## src/rtl/rv_isa_pkg.sv

```systemverilog
// Shared RV64I encoding constants, loader format codes and FSM state type.
package rv_isa_pkg;

    localparam int unsigned INSN_W = 32;
    localparam int unsigned FMT_W  = 3;
    localparam int unsigned REG_W  = 5;
    localparam int unsigned F3_W   = 3;
    localparam int unsigned IMM_W  = 12;
    localparam int unsigned OPC_W  = 7;

    localparam logic [OPC_W-1:0] OP_IMM    = 7'b0010011;
    localparam logic [OPC_W-1:0] OP_LOAD   = 7'b0000011;
    localparam logic [OPC_W-1:0] OP_STORE  = 7'b0100011;
    localparam logic [OPC_W-1:0] OP_BRANCH = 7'b1100011;

    localparam logic [FMT_W-1:0] FMT_RAW    = 3'd0;
    localparam logic [FMT_W-1:0] FMT_OPIMM  = 3'd1;
    localparam logic [FMT_W-1:0] FMT_LOAD   = 3'd2;
    localparam logic [FMT_W-1:0] FMT_STORE  = 3'd3;
    localparam logic [FMT_W-1:0] FMT_BRANCH = 3'd4;

    typedef struct packed {
        logic [REG_W-1:0] rd;
        logic [REG_W-1:0] rs1;
        logic [REG_W-1:0] rs2;
        logic [F3_W-1:0]  funct3;
        logic [IMM_W-1:0] imm;
    } insn_fields_t;

    typedef enum logic {
        ST_IDLE  = 1'b0,
        ST_WRITE = 1'b1
    } state_e;

endpackage

```

## src/rtl/insn_encoder.sv

```systemverilog
// Combinational field-to-instruction encoder; unknown formats flag fmt_bad_c and yield zero.
module insn_encoder
    import rv_isa_pkg::*;
(
    input  logic [FMT_W-1:0]  fmt,
    input  logic [INSN_W-1:0] raw,
    input  insn_fields_t      fields,
    output logic [INSN_W-1:0] word_c,
    output logic              fmt_bad_c
);

    always_comb begin
        word_c    = '0;
        fmt_bad_c = 1'b0;
        case (fmt)
            FMT_RAW:    word_c = raw;
            FMT_OPIMM:  word_c = {fields.imm, fields.rs1, fields.funct3, fields.rd, OP_IMM};
            FMT_LOAD:   word_c = {fields.imm, fields.rs1, fields.funct3, fields.rd, OP_LOAD};
            FMT_STORE:  word_c = {fields.imm[11:5], fields.rs2, fields.rs1, fields.funct3,
                                  fields.imm[4:0], OP_STORE};
            // B-type scatters the half-word offset around the register fields
            FMT_BRANCH: word_c = {fields.imm[11], fields.imm[9:4], fields.rs2, fields.rs1,
                                  fields.funct3, fields.imm[3:0], fields.imm[10], OP_BRANCH};
            default:    fmt_bad_c = 1'b1;
        endcase
    end

endmodule

```

## src/rtl/imem_loader.sv

```systemverilog
// Streams encoded 32-bit instruction words into a byte-wide little-endian imem, one byte per cycle.
module imem_loader
    import rv_isa_pkg::*;
#(
    parameter int unsigned ADDR_W    = 8,
    parameter int unsigned BASE_ADDR = 0
) (
    input  logic              clk,
    input  logic              rst_n,
    input  logic              clear,
    input  logic              in_valid,
    output logic              in_ready,
    input  logic [2:0]        in_fmt,
    input  logic [31:0]       in_raw,
    input  logic [4:0]        in_rd,
    input  logic [4:0]        in_rs1,
    input  logic [4:0]        in_rs2,
    input  logic [2:0]        in_funct3,
    input  logic [11:0]       in_imm,
    output logic              mem_we,
    output logic [ADDR_W-1:0] mem_addr,
    output logic [7:0]        mem_wdata,
    output logic              busy,
    output logic              full,
    output logic [ADDR_W-2:0] word_count,
    output logic [31:0]       last_word,
    output logic              err_overflow,
    output logic              err_fmt
);

    localparam int unsigned CNT_W = ADDR_W - 1;
    localparam logic [ADDR_W-1:0] BASE_PTR = ADDR_W'(BASE_ADDR) & ~ADDR_W'(3);

    insn_fields_t      fields;
    logic [INSN_W-1:0] enc_word_c;
    logic              fmt_bad_c;

    assign fields = '{rd: in_rd, rs1: in_rs1, rs2: in_rs2, funct3: in_funct3, imm: in_imm};

    insn_encoder u_enc (
        .fmt       (in_fmt),
        .raw       (in_raw),
        .fields    (fields),
        .word_c    (enc_word_c),
        .fmt_bad_c (fmt_bad_c)
    );

    state_e            state, state_n;
    logic [1:0]        byte_ctr, byte_ctr_n;
    logic [INSN_W-1:0] shreg, shreg_n;
    logic [ADDR_W-1:0] ptr, ptr_n;
    logic              clr_pend, clr_pend_n;
    logic [CNT_W-1:0]  word_count_n;
    logic [31:0]       last_word_n;
    logic              full_n, err_overflow_n, err_fmt_n;
    logic              mem_we_n, in_ready_n, busy_n;
    logic [ADDR_W-1:0] mem_addr_n;
    logic [7:0]        mem_wdata_n;

    // State and registered outputs
    always_ff @(posedge clk or negedge rst_n) begin
        if (!rst_n) begin
            state        <= ST_IDLE;
            byte_ctr     <= '0;
            shreg        <= '0;
            ptr          <= BASE_PTR;
            clr_pend     <= 1'b0;
            word_count   <= '0;
            last_word    <= '0;
            full         <= 1'b0;
            err_overflow <= 1'b0;
            err_fmt      <= 1'b0;
            mem_we       <= 1'b0;
            mem_addr     <= '0;
            mem_wdata    <= '0;
            in_ready     <= 1'b1;
            busy         <= 1'b0;
        end else begin
            state        <= state_n;
            byte_ctr     <= byte_ctr_n;
            shreg        <= shreg_n;
            ptr          <= ptr_n;
            clr_pend     <= clr_pend_n;
            word_count   <= word_count_n;
            last_word    <= last_word_n;
            full         <= full_n;
            err_overflow <= err_overflow_n;
            err_fmt      <= err_fmt_n;
            mem_we       <= mem_we_n;
            mem_addr     <= mem_addr_n;
            mem_wdata    <= mem_wdata_n;
            in_ready     <= in_ready_n;
            busy         <= busy_n;
        end
    end

    // Next-state and next-output logic
    always_comb begin
        state_n        = state;
        byte_ctr_n     = byte_ctr;
        shreg_n        = shreg;
        ptr_n          = ptr;
        clr_pend_n     = clr_pend;
        word_count_n   = word_count;
        last_word_n    = last_word;
        full_n         = full;
        err_overflow_n = err_overflow;
        err_fmt_n      = err_fmt;
        mem_we_n       = 1'b0;
        mem_addr_n     = mem_addr;
        mem_wdata_n    = mem_wdata;

        case (state)
            ST_IDLE: begin
                if (clear) begin
                    ptr_n          = BASE_PTR;
                    word_count_n   = '0;
                    full_n         = 1'b0;
                    err_overflow_n = 1'b0;
                    err_fmt_n      = 1'b0;
                    clr_pend_n     = 1'b0;
                end else if (in_valid && full) begin
                    err_overflow_n = 1'b1;
                end else if (in_valid && in_ready) begin
                    if (fmt_bad_c) begin
                        err_fmt_n = 1'b1;
                    end else begin
                        last_word_n = enc_word_c;
                        shreg_n     = enc_word_c >> 8;
                        mem_we_n    = 1'b1;
                        mem_addr_n  = ptr;
                        mem_wdata_n = enc_word_c[7:0];
                        byte_ctr_n  = 2'd1;
                        state_n     = ST_WRITE;
                    end
                end
            end
            ST_WRITE: begin
                if (clear) begin
                    clr_pend_n = 1'b1;
                end
                if (byte_ctr != 2'd0) begin
                    mem_we_n    = 1'b1;
                    mem_addr_n  = {ptr[ADDR_W-1:2], byte_ctr};
                    mem_wdata_n = shreg[7:0];
                    shreg_n     = shreg >> 8;
                    byte_ctr_n  = 2'(byte_ctr + 2'd1);
                end else begin
                    // A clear raised during the word discards this word's bookkeeping
                    state_n = ST_IDLE;
                    if (clear || clr_pend) begin
                        ptr_n          = BASE_PTR;
                        word_count_n   = '0;
                        full_n         = 1'b0;
                        err_overflow_n = 1'b0;
                        err_fmt_n      = 1'b0;
                        clr_pend_n     = 1'b0;
                    end else begin
                        ptr_n        = ADDR_W'(ptr + ADDR_W'(4));
                        word_count_n = CNT_W'(word_count + CNT_W'(1));
                        full_n       = (ptr_n == '0);
                    end
                end
            end
            default: state_n = ST_IDLE;
        endcase

        busy_n     = (state_n == ST_WRITE);
        in_ready_n = (state_n == ST_IDLE) && !full_n && !clr_pend_n;
    end

endmodule

```

## config.mk

```make
export PLATFORM = sky130hd
export DESIGN_NAME = imem_loader
export DESIGN_NICKNAME = d
export VERILOG_FILES = /design/src/rtl/rv_isa_pkg.sv /design/src/rtl/insn_encoder.sv /design/src/rtl/imem_loader.sv
export SDC_FILE = /design/constraint.sdc
export NUM_CORES = 1
export LEC_CHECK = 0
export CORE_MARGIN = 1.5
export CORE_UTILIZATION = 52
export CTS_CLUSTER_SIZE = 40
export DETAILED_ROUTE_END_ITERATION = 10
export PLACE_DENSITY = 0.86
export SLEW_MARGIN = 20
export SYNTH_ARGS = -nofsm -noshare
export SYNTH_HDL_FRONTEND = slang
export SYNTH_SLANG_ARGS = --single-unit
```

## constraint.sdc

```tcl
create_clock -name clk -period 3.56 [get_ports clk]
set_clock_uncertainty 0.1 [all_clocks]
set_input_delay 1.068 -clock clk [delete_from_list [all_inputs] [get_ports clk]]
set_output_delay 1.068 -clock clk [all_outputs]
set_load 0.03 [all_outputs]
```

==> results.md <==
- Synth Register Bits: 93
- Fmax: 348 MHz
- Vias per cell: 6.11
- Final setup violation count: 0
- Dominant cells by area after synthesis: dfrtp_1, o21ai_0, a21o_1, nand3b_1, nand2_1
- Most frequent cells in the layout: clkdlybuf4s50_1, dfrtp_1, o21ai_0, nand2_1
- FF-to-FF setup slack: 0.99 ns
- Worst setup SP type: flop
- Synth top area share: 50.1%
- Hold WC Path Type: reg -> reg
- Port bufs: about 130
- Routed Antenna Nets: 0
- Post-synthesis simple-gate area fraction: 14.8%
- Fillers: 598
- Largest family of logic cells by synthesized area: compound AO/OA/AOI/OAI gates
- Post-synthesis cell count: 428
- Via count: 4024
- Clock sinks: 93
- Synthesized-area fraction occupied by adder cells: 1.09%
- Clock transition at path regs: ~0.090 ns
- Final core occ: approximately 70%
- Worst reg2reg path depth: 7
- P&R area growth vs syn: 32.7%
- Final min period: around 2.9 ns
- Post-CTS sizing: 0
- Worst Hold End: last_word[12]
- Worst setup path class: reg -> out
- GRT Overall Usage: between 20% and 30%
- Synth Net Count: 501
- Gr ovfl total: 0
- Post-synth EDFFs: 0
- Final Wtd Congestion: approximately 0.9
- Warnings, synthesis: 0
- Starting Density: between 50% and 60%
- Proportion of synthesized area in mux cells: 5.14%
- CP max stage cell: clkdlybuf4s50_1
- Slew @ Worst Pin: slightly below 1 ns
- Mapped cell area: 4600 um2
- Hold WS: 0.389 ns
- Pre-CTS WS: around 0.36 ns
- Pwr dens: roughly 700 nW/um2
- Fin. max-slew vios: 0
- Area of the multi-input gates: slightly above 2000 um2
- Mean routed wirelength per cell: 18.9 um
- Leak Pwr: between 2 and 3 nW
- Worst path arrival time: 1.71 ns
- Fin crit share: 80.8%
- Full die area: 9410 um2
- Worst hold path depth: 1
- Io pins: 130
- Sequential area share after synthesis: 50.7%
- Final Hold Vio Count: 0
- Clock Latency Late Sink: about 0.35 ns
- TritonCTS Buffers: 9
- CP Max Fanout: 13
- DP HPWL: 9.11 mm
- Overall power: about 4.3 mW
- Largest net degree at the start of global routing: 94
- Hold_buf cts: 0
- Routed wire length: between 10 and 15 mm
- Core box area: 8640 um2
- Vias in the first global route: 3883
- Die X: 97.0 um
- Die Y: 97.0 um
- WP buf/inv: 1
- Num rows: 34
- First-pass GRT wire length: ~20 mm
- Post-synth top area cell: dfrtp_1
- Crit end category: output pin
- CTS tree: built
- Reg-to-Reg Start: byte_ctr[0]
- Setup TNS: 0 ns
- H-tree Lvls: 3
- Post-CTS Setup Repair Bufs: 0
- RSZ-0062 raised after global routing: false
- Synth Area in Compound Gates: roughly 22%
- Worst stage delay on the critical path: about 0.75 ns
- Drt first pass iters: 5
- # nets final: 619
- Worst-path cell chain: clkdlybuf4s50_1
- Layout cells sized above 1: between 10% and 20%
- Relative slew margins: 35.5%
- DRC viols: 0
- Mean area per synthesized cell: ~11 um2
- CP required: 2.39 ns
- Synth cell types: 59
- Max Cap Violations: 0
- Final worst slack: 0.683 ns
- Antenna violations before repair: 0
- Clk buf depth: 2
- Hold Crit Start: last_word[12]
- Worst r2r dst: shreg[0]
- Commonest non-fill, non-tap cell in the layout: clkdlybuf4s50_1
- Crit path max-delay family: buffers and inverters
- Maximum vdd drop: 0.000417 V
- Post-Synth XOR/XNOR Area: 0.953%
- Async SR Flop Fraction: between 90% and 100%
- Register area: around 2300 um2
- Synth Flop Type: dfrtp_1
- Status: complete, no violations
- Antenna Cells: 0
- Root buffer selected by CTS: clkbuf_8
- DR iter-0 viols: about 370
-- per-stage QoR --
stage          cells  area [um2]
2_1_floorplan    428        4600
6_report         659        6100
5_1_grt          659        6100
4_1_cts          659        6100
3_3_place_gp     643        5920
3_5_place_dp     643        5920
-- synthesized netlist by cell type (all sizes together), types with 5 or more instances --
cell,instances
a2bb2oi,5
a22oi,9
a22o,6
a21o,19
nand2,34
inv,6
mux2i,6
a221o,10
dfrtp,92
a31oi,10
o21ai,46
and3,8
o22ai,7
buf,23
nor3,10
nor2,22
clkbuf,10
nand3b,17
a21oi,6
nand3,20
mux2,14
-- area by class of cell --
class	count	area share [%]
Sequential cell	93	38.2
Multi-Input combinational cell	296	33.4
Timing Repair Buffer	140	22.8
Clock buffer	10	2.26
Tap cell	108	2.22
Clock inverter	6	0.759
Inverter	6	0.369
-- per-layer routing --
| metal | GRT usage, % | routed length (um) | up-vias |
|---|---|---|---|
| li1 | - | - | 1823 |
| met2 | 42.6 | 6200 | 191 |
| met3 | 5.20 | 920 | 18 |
| met1 | 35.5 | 5160 | 1992 |
| met4 | 6.69 | 171 | 0 |
| met5 | 0 | 0 | - |
-- report_power, final --
| part | internal (mW) | leakage (nW) | switching, mW |
|---|---|---|---|
| logic | 0.860 | 1.39 | 1.07 |
| clock network | 0.277 | 0.0889 | 0.380 |
| registers | 1.42 | 1.22 | 0.257 |
-- worst max path at each step --
stage	to	slack, ns	cells after the start	from
final	mem_we	0.68	1	state
after global routing	last_word[28]	0.60	6	in_fmt[0]
after floorplan	last_word[26]	1.20	6	in_fmt[1]
after global placement	shreg[16]	0.43	6	in_fmt[1]
after CTS	mem_we	0.69	1	state
after detailed placement	last_word[28]	0.36	6	in_fmt[0]
-- sequential cells by signal, indices dropped and copies added (netlist names) --
register,count
last_word,32
shreg,24
mem_addr,8
mem_wdata,8
word_count,7
ptr,6
byte_ctr,2
clr_pend,1
err_fmt,1
err_overflow,1
full,1
in_ready,1
state,1
-- kinds of logic (layout without fill, tap and decap cells) --
kind of cell               after synthesis  in the layout
DFF                                     93             93
AOI/OAI and AO/OA                      142            142
adders and majority gates                4              4
xor gates and xnor gates                 5              5
muxes                                   20             20
buffers and inverters                   39            162
and+or+nand+nor                        125            125
(Power assumes the default switching activity.)
